**src/rtl/mul_err_scanner.sv**
```systemverilog
// mul_err_scanner
//   Exhaustive error-characterisation controller for a combinational
//   WIDTH x WIDTH approximate multiplier. Every operand pair (A outer loop,
//   B inner loop) is driven on mul_a/mul_b. The returned product is compared
//   with the exact product through a two-stage pipeline:
//     stage 1 : signed error e = mul_p - a*b, nonzero flag, operand pair
//     stage 2 : sse += e^2, err_cnt += (e != 0), max |e| with first worst pair
//
// Ports
//   clk, rst          clock (rising edge), asynchronous active-high reset
//   start             begin a sweep (honoured only when busy = 0)
//   abort             terminate a running sweep (ignored when busy = 0)
//   busy / done       sweep in progress / results valid (level)
//   mul_a, mul_b      registered operands to the multiplier under test
//   mul_p             product returned by the multiplier under test
//   sse               sum of squared errors
//   max_err           maximum absolute error
//   worst_a, worst_b  first operand pair that reached max_err
//   err_cnt           number of pairs whose product was wrong
//   dbg_state         current FSM state (IDLE=0, RUN=1, DRAIN=2, DONE=3)
//
// Handshake: start is a level sampled on rising clk edges; it is accepted on
// any edge where busy = 0 (IDLE or DONE), and then wins over a simultaneous
// abort. abort is accepted on any edge where busy = 1 and discards everything
// still in flight, including the pair that would accumulate on that edge.
module mul_err_scanner #(
  parameter int WIDTH = 8,
  parameter int SSE_W = 6 * WIDTH
) (
  input  logic                 clk,
  input  logic                 rst,
  input  logic                 start,
  input  logic                 abort,
  output logic                 busy,
  output logic                 done,
  output logic [WIDTH-1:0]     mul_a,
  output logic [WIDTH-1:0]     mul_b,
  input  logic [2*WIDTH-1:0]   mul_p,
  output logic [SSE_W-1:0]     sse,
  output logic [2*WIDTH-1:0]   max_err,
  output logic [WIDTH-1:0]     worst_a,
  output logic [WIDTH-1:0]     worst_b,
  output logic [2*WIDTH:0]     err_cnt,
  output logic [1:0]           dbg_state
);

  localparam int PW  = 2 * WIDTH;  // product width
  localparam int EW  = PW + 1;     // signed error width
  localparam int SQW = 2 * PW;     // squared error width
  localparam logic [WIDTH-1:0] OP_MAX = '1;

  typedef enum logic [1:0] {
    S_IDLE  = 2'd0,
    S_RUN   = 2'd1,
    S_DRAIN = 2'd2,
    S_DONE  = 2'd3
  } state_t;

  state_t state_q, state_d;

  logic [WIDTH-1:0] mul_a_q, mul_a_d;
  logic [WIDTH-1:0] mul_b_q, mul_b_d;

  logic             s1_vld_q, s1_vld_d;
  logic [EW-1:0]    s1_err_q, s1_err_d;
  logic             s1_nz_q, s1_nz_d;
  logic [WIDTH-1:0] s1_a_q, s1_a_d;
  logic [WIDTH-1:0] s1_b_q, s1_b_d;

  logic [SSE_W-1:0] sse_q, sse_d;
  logic [PW-1:0]    max_q, max_d;
  logic [WIDTH-1:0] wa_q, wa_d;
  logic [WIDTH-1:0] wb_q, wb_d;
  logic [2*WIDTH:0] cnt_q, cnt_d;

  logic          busy_w;
  logic          start_acc;
  logic          abort_acc;
  logic          last_issued;
  logic          acc_en;
  logic [PW-1:0] exact_p;
  logic [EW-1:0] neg_err;
  logic [PW-1:0] abs_err;
  logic [SQW-1:0] sq_err;

  assign busy_w      = (state_q == S_RUN) || (state_q == S_DRAIN);
  assign start_acc   = start && !busy_w;
  assign abort_acc   = abort && busy_w;
  // The pair currently on mul_a/mul_b is the final one of the sweep.
  assign last_issued = (mul_a_q == OP_MAX) && (mul_b_q == OP_MAX);

  // ---------------------------------------------------------------------
  // FSM: state register
  // ---------------------------------------------------------------------
  always_ff @(posedge clk or posedge rst) begin
    if (rst) state_q <= S_IDLE;
    else     state_q <= state_d;
  end

  // ---------------------------------------------------------------------
  // FSM: next state
  // ---------------------------------------------------------------------
  always_comb begin
    state_d = state_q;
    unique case (state_q)
      S_IDLE:  if (start) state_d = S_RUN;
      S_RUN: begin
        if (abort)            state_d = S_IDLE;
        else if (last_issued) state_d = S_DRAIN;
      end
      // DRAIN lasts one cycle: the last pair sits in stage 1 and is
      // accumulated on the edge that enters DONE.
      S_DRAIN: state_d = abort ? S_IDLE : S_DONE;
      S_DONE:  if (start) state_d = S_RUN;
      default: state_d = S_IDLE;
    endcase
  end

  // ---------------------------------------------------------------------
  // FSM: outputs
  // ---------------------------------------------------------------------
  always_comb begin
    busy      = busy_w;
    done      = (state_q == S_DONE);
    dbg_state = state_q;
  end

  // ---------------------------------------------------------------------
  // Operand enumeration: B inner loop, A outer loop. Operands are parked at
  // zero whenever no pair is being issued.
  // ---------------------------------------------------------------------
  always_comb begin
    mul_a_d = '0;
    mul_b_d = '0;
    if (!start_acc && (state_q == S_RUN) && !abort && !last_issued) begin
      mul_b_d = mul_b_q + WIDTH'(1);
      mul_a_d = (mul_b_q == OP_MAX) ? mul_a_q + WIDTH'(1) : mul_a_q;
    end
  end

  // ---------------------------------------------------------------------
  // Stage 1: signed error of the pair currently driven
  // ---------------------------------------------------------------------
  assign exact_p = PW'(mul_a_q) * PW'(mul_b_q);

  always_comb begin
    s1_vld_d = (state_q == S_RUN) && !abort;
    s1_err_d = {1'b0, mul_p} - {1'b0, exact_p};
    s1_nz_d  = (mul_p != exact_p);
    s1_a_d   = mul_a_q;
    s1_b_d   = mul_b_q;
  end

  // ---------------------------------------------------------------------
  // Stage 2: accumulation
  // ---------------------------------------------------------------------
  // |e| never exceeds 2^PW - 1, so the magnitude fits in PW bits.
  assign neg_err = -s1_err_q;
  assign abs_err = s1_err_q[EW-1] ? neg_err[PW-1:0] : s1_err_q[PW-1:0];
  assign sq_err  = SQW'(abs_err) * SQW'(abs_err);
  assign acc_en  = s1_vld_q && !abort_acc;

  always_comb begin
    sse_d = sse_q;
    max_d = max_q;
    wa_d  = wa_q;
    wb_d  = wb_q;
    cnt_d = cnt_q;
    if (start_acc) begin
      sse_d = '0;
      max_d = '0;
      wa_d  = '0;
      wb_d  = '0;
      cnt_d = '0;
    end else if (acc_en) begin
      sse_d = sse_q + SSE_W'(sq_err);
      if (s1_nz_q) cnt_d = cnt_q + (2*WIDTH+1)'(1);
      // Strictly greater: ties keep the earliest pair.
      if (abs_err > max_q) begin
        max_d = abs_err;
        wa_d  = s1_a_q;
        wb_d  = s1_b_q;
      end
    end
  end

  // ---------------------------------------------------------------------
  // Datapath registers
  // ---------------------------------------------------------------------
  always_ff @(posedge clk or posedge rst) begin
    if (rst) begin
      mul_a_q  <= '0;
      mul_b_q  <= '0;
      s1_vld_q <= 1'b0;
      s1_err_q <= '0;
      s1_nz_q  <= 1'b0;
      s1_a_q   <= '0;
      s1_b_q   <= '0;
      sse_q    <= '0;
      max_q    <= '0;
      wa_q     <= '0;
      wb_q     <= '0;
      cnt_q    <= '0;
    end else begin
      mul_a_q  <= mul_a_d;
      mul_b_q  <= mul_b_d;
      s1_vld_q <= s1_vld_d;
      s1_err_q <= s1_err_d;
      s1_nz_q  <= s1_nz_d;
      s1_a_q   <= s1_a_d;
      s1_b_q   <= s1_b_d;
      sse_q    <= sse_d;
      max_q    <= max_d;
      wa_q     <= wa_d;
      wb_q     <= wb_d;
      cnt_q    <= cnt_d;
    end
  end

  assign mul_a   = mul_a_q;
  assign mul_b   = mul_b_q;
  assign sse     = sse_q;
  assign max_err = max_q;
  assign worst_a = wa_q;
  assign worst_b = wb_q;
  assign err_cnt = cnt_q;

endmodule

```
**config.mk**
```make
export PLATFORM = sky130hd
export DESIGN_NAME = mul_err_scanner
export DESIGN_NICKNAME = d
export VERILOG_FILES = /design/src/rtl/mul_err_scanner.sv
export SDC_FILE = /design/constraint.sdc
export NUM_CORES = 1
export LEC_CHECK = 0
export ABC_AREA = 1
export BUFFER_PORTS_ARGS = -buffer_cell sky130_fd_sc_hd__buf_2
export CAP_MARGIN = 10
export CORE_MARGIN = 2
export CORE_UTILIZATION = 55
export CTS_CLUSTER_SIZE = 8
export DETAILED_ROUTE_END_ITERATION = 6
export HOLD_SLACK_MARGIN = 0.05
export PLACE_DENSITY_LB_ADDON = 0.15
export SLEW_MARGIN = 20
export SYNTH_ARGS = -nofsm -noshare
export SYNTH_HDL_FRONTEND = slang
export SYNTH_SLANG_ARGS = --single-unit
```
**constraint.sdc**
```tcl
create_clock -name clk -period 9.85 [get_ports clk]
set_clock_uncertainty 0.15 [all_clocks]
set_input_delay 0.4925 -clock clk [delete_from_list [all_inputs] [get_ports clk]]
set_output_delay 0.4925 -clock clk [all_outputs]
set_load 0.05 [all_outputs]
```
==> tab_implementation.tex <==
\begin{tabular}{lr}
\hline
Metric & Value \\
\hline
\multicolumn{2}{l}{\textbf{Logic synthesis}} \\
\quad Post-Synthesis Cells & 2545 \\
\quad Share of flip-flops with an asynchronous set or reset & 100.0\% \\
\quad Synthesized area divided by synthesized cell count & around 7.6 um\^{}2 \\
\quad Fraction of the yosys area taken by sequential cells & roughly 19\% \\
\quad Number of register bits inferred by synthesis & 150 \\
\quad Number of library cell types mapped by synthesis & 50 \\
\quad Synthesis warning total & 0 \\
\quad Number of nets in the synthesized netlist & 2977 \\
\quad Summed instance area of the synthesized netlist & 19300 um\^{}2 \\
\quad EDFF count, synth & 0 \\
\quad Main synth FF type & sky130\_fd\_sc\_hd\_\_dfrtp\_1 \\
\multicolumn{2}{l}{\textbf{Global route}} \\
\quad Global-route total usage across every layer & 30.39\% \\
\quad Pin count of the biggest net entering global routing & 90 \\
\quad M2 GR Usage & 49.74\% \\
\quad Residual overflow from global routing & 0 \\
\quad Global-route wire length before repair & 86.19 mm \\
\quad Number of antenna violations at the first check in global routing & 0 \\
\quad Number of global-route vias before repair & 16630 \\
\quad Global-route track usage on met3 & 4.388\% \\
\quad Highest-utilization routing layer at the global route stage & met2 \\
\quad Global-route met1 utilization & 41.70\% \\
\multicolumn{2}{l}{\textbf{Clock network}} \\
\quad TritonCTS clock tree & built \\
\quad H-tree levels & 4 \\
\quad Count of hold-fix buffers inserted at cts & 0 \\
\quad CTS Buf Count & 17 \\
\quad CTS Root Buffer Type & sky130\_fd\_sc\_hd\_\_clkbuf\_16 \\
\quad Clock latency on the worst-skew pair & 450 ps \\
\quad Clock edge transition at the registers on the reported setup and hold paths & 70 ps \\
\quad Clock Path Buffers & 2 \\
\quad Clock sink total & 150 \\
\quad Post-CTS resize count & 0 \\
\quad Buffer count from post-CTS setup fixing & 0 \\
\multicolumn{2}{l}{\textbf{Timing}} \\
\quad Final number of hold-violating endpoints & 0 \\
\quad Summed negative setup slack over all endpoints & 0 ps \\
\quad Slew HR & 40.38\% \\
\quad Count of pins over their slew limit & 0 \\
\quad Period utilisation layout & 80.16\% \\
\quad Final setup slack of the worst path & around 2000 ps \\
\quad Unrepaired setup endpoints after global routing & no \\
\quad Post-route minimum period & 7895 ps \\
\quad Setup-violating endpoint count in the final report & 0 \\
\quad Transition time at the pin with the least slew margin & 892.1 ps \\
\quad Maximum operating frequency & 126.7 MHz \\
\multicolumn{2}{l}{\textbf{Outcome}} \\
\quad Outcome & complete, no violations \\
\multicolumn{2}{l}{\textbf{Critical path}} \\
\quad Critical path startpoint category & register \\
\quad Worst setup path endpoint & sse[39]\$\_DFFE\_PP0P\_ \\
\quad CP Launch Point & s1\_err\_q[0]\$\_DFF\_PP0\_ \\
\quad Data arrival at the endpoint of the critical path & 8090 ps \\
\quad Worst r2r path cells & 31 \\
\quad Capturing point of the worst reg2reg path & sse[39]\$\_DFFE\_PP0P\_ \\
\quad Critical R2R Launch & s1\_err\_q[0]\$\_DFF\_PP0\_ \\
\quad Category of cells accounting for the largest share of critical-path delay & adder cells \\
\quad FF-to-FF setup slack & around 2000 ps \\
\quad Slowest cell on the critical path & sky130\_fd\_sc\_hd\_\_fa\_1 \\
\quad Critical path depth in cells & 31 \\
\quad Required @ worst endpoint & 10040 ps \\
\quad Worst Path Buf+Inv & 8 \\
\quad Critical path endpoint category & register \\
\quad Critical path type & register to register \\
\quad Highest fanout seen on the critical path & 13 \\
\quad Delay of the slowest critical-path stage & around 600 ps \\
\multicolumn{2}{l}{\textbf{Cells and area}} \\
\quad NumNets Final & 3092 \\
\quad Most frequent cells in the layout & sky130\_fd\_sc\_hd\_\_inv\_1, sky130\_fd\_sc\_hd\_\_nand2\_1, sky130\_fd\_sc\_hd\_\_fa\_1 \\
\quad Number of filler cells placed in the layout & 3246 \\
\quad N\_diodes & 0 \\
\quad Fin cells & around 3100 \\
\quad Growth of design area from synthesis to finish & 8.569\% \\
\quad Share of layout cells above drive strength 1 & 9.465\% \\
\quad Most common cell after layout, fill and taps aside & sky130\_fd\_sc\_hd\_\_inv\_1 \\
\multicolumn{2}{l}{\textbf{Hold path}} \\
\quad Class of the tightest hold or removal check & input port to asynchronous set/reset pin \\
\multicolumn{2}{l}{\textbf{Die}} \\
\quad Initial core utilization & 55.88\% \\
\quad CORE AREA & 34540 um\^{}2 \\
\quad Die ar. & 36610 um\^{}2 \\
\quad Die span in y & 191.3 um \\
\quad Die Wd & 191.3 um \\
\quad Count of boundary I/O pins & $\sim$140 \\
\quad Row cnt & $\sim$70 \\
\multicolumn{2}{l}{\textbf{Place}} \\
\quad Quantity of I/O buffers inserted on ports & 136 \\
\quad Total placed cells including tap cells & 3096 \\
\quad Post-placement worst setup slack & 2035 ps \\
\quad Post-DP HPWL & roughly 42 mm \\
\quad Routability cong. & 0.9770 \\
\multicolumn{2}{l}{\textbf{Flow run}} \\
\quad Number of maximum-capacitance constraint violations & 0 \\
\multicolumn{2}{l}{\textbf{Drt}} \\
\quad DRC violations left & 0 \\
\quad Detailed-route wire length & 52.21 mm \\
\quad Violation count after the first detailed-routing iteration & about 1000 \\
\quad Pre-antenna DRT Iters & 6 \\
\quad Total via count in the routed design & 16330 \\
\quad Number of antenna-violating nets in the routed design & 0 \\
\quad Avg Vias per Cell & 5.221 \\
\quad Post-DR wirelength/cell & 16.69 um \\
\hline
\end{tabular}
==> per-stage QoR <==
step                util [%]  area (um^2)  hold slack (ps)
floorplan                  -        19300            268.3
global placement       58.98        20370            270.4
detailed placement     58.98        20370            281.4
CTS                    60.67        20960            99.19
global route           60.67        20960            146.0
finish                 60.67        20960            65.77
==> final cells by class <==
| type | instances | area (um^2) | area share, % |
|---|---|---|---|
| Multi-Input combinational cell | 1679 | 12780 | 60.99 |
| Sequential cell | 150 | 3754 | 17.91 |
| Inverter | 664 | 2500 | 11.93 |
| Timing Repair Buffer | 148 | 770.7 | 3.678 |
| Tap cell | 455 | 569.3 | 2.717 |
| Clock buffer | 19 | 442.9 | 2.114 |
| Clock inverter | 13 | 138.9 | 0.6627 |
==> cells by family (layout without fill, tap and decap cells) <==
group | after synthesis | count (layout) | share of synthesized area, %
xor gates and xnor gates | 48 | 48 | 2.314
AOI/OAI and AO/OA | 215 | 215 | 6.314
DFF | 150 | 150 | 19.45
and+or+nand+nor | 1004 | 1004 | 21.92
adders and majority gates | 412 | 412 | 35.65
buffers and inverters | 716 | 844 | 14.35
==> worst min path at each step <==
| stage | startpoint | end | slack, ps |
|---|---|---|---|
| after detailed placement | s1_a_q[4]$_DFF_PP0_ | worst_a[4]$_DFFE_PP0P_ | 280 |
| after global placement | s1_a_q[0]$_DFF_PP0_ | worst_a[0]$_DFFE_PP0P_ | 270 |
| after CTS | rst | worst_b[5]$_DFFE_PP0P_ | 100 |
| after global routing | rst | worst_b[1]$_DFFE_PP0P_ | 150 |
| final | rst | worst_b[7]$_DFFE_PP0P_ | 70 |
| after floorplan | s1_a_q[0]$_DFF_PP0_ | worst_a[0]$_DFFE_PP0P_ | 270 |
==> flip-flops by register name, summed over array words and instances, names as in the netlist <==
name	cells
sse	48
err_cnt	17
s1_err_q	17
max_err	16
mul_a	8
mul_b	8
s1_a_q	8
s1_b_q	8
worst_a	8
worst_b	8
dbg_state	2
s1_nz_q	1
s1_vld_q	1
==> metal layers <==
layer	wire length (um)	share of wire, %
met1	23230	44
met3	3087	5.9
met5	0	0
met2	24350	47
met4	1548	3.0
==> cell usage after synthesis (4+ instances only) <==
cell / n / area (um^2)
sky130_fd_sc_hd__inv_1: 638 / 2395
sky130_fd_sc_hd__nand2_1: 592 / 2222
sky130_fd_sc_hd__fa_1: 230 / 4604
sky130_fd_sc_hd__nor2_1: 198 / 743.2
sky130_fd_sc_hd__ha_1: 182 / 2277
sky130_fd_sc_hd__dfrtp_1: 150 / 3754
sky130_fd_sc_hd__nand3_1: 112 / 560.5
sky130_fd_sc_hd__a21oi_1: 106 / 530.5
sky130_fd_sc_hd__o21ai_0: 57 / 285.3
sky130_fd_sc_hd__xor2_1: 32 / 280.3
sky130_fd_sc_hd__nor3_1: 29 / 145.1
sky130_fd_sc_hd__inv_2: 23 / 86.33
sky130_fd_sc_hd__clkbuf_1: 22 / 82.58
sky130_fd_sc_hd__nand4_1: 18 / 112.6
sky130_fd_sc_hd__nand2_2: 17 / 106.4
sky130_fd_sc_hd__xnor2_1: 14 / 122.6
sky130_fd_sc_hd__o21ai_1: 12 / 60.06
sky130_fd_sc_hd__buf_2: 10 / 50.05
sky130_fd_sc_hd__nor2_4: 10 / 112.6
sky130_fd_sc_hd__o21bai_1: 9 / 67.56
sky130_fd_sc_hd__buf_4: 8 / 60.06
sky130_fd_sc_hd__buf_1: 7 / 26.28
sky130_fd_sc_hd__nor2_2: 6 / 37.54
sky130_fd_sc_hd__a21o_1: 5 / 37.54
sky130_fd_sc_hd__buf_6: 5 / 56.30
sky130_fd_sc_hd__nor4_1: 5 / 31.28
sky130_fd_sc_hd__o22ai_1: 5 / 31.28
sky130_fd_sc_hd__o31ai_1: 4 / 30.03
Power is not shown: default switching activity piles up to over one toggle a cycle in this logic, so the estimate is an artifact.
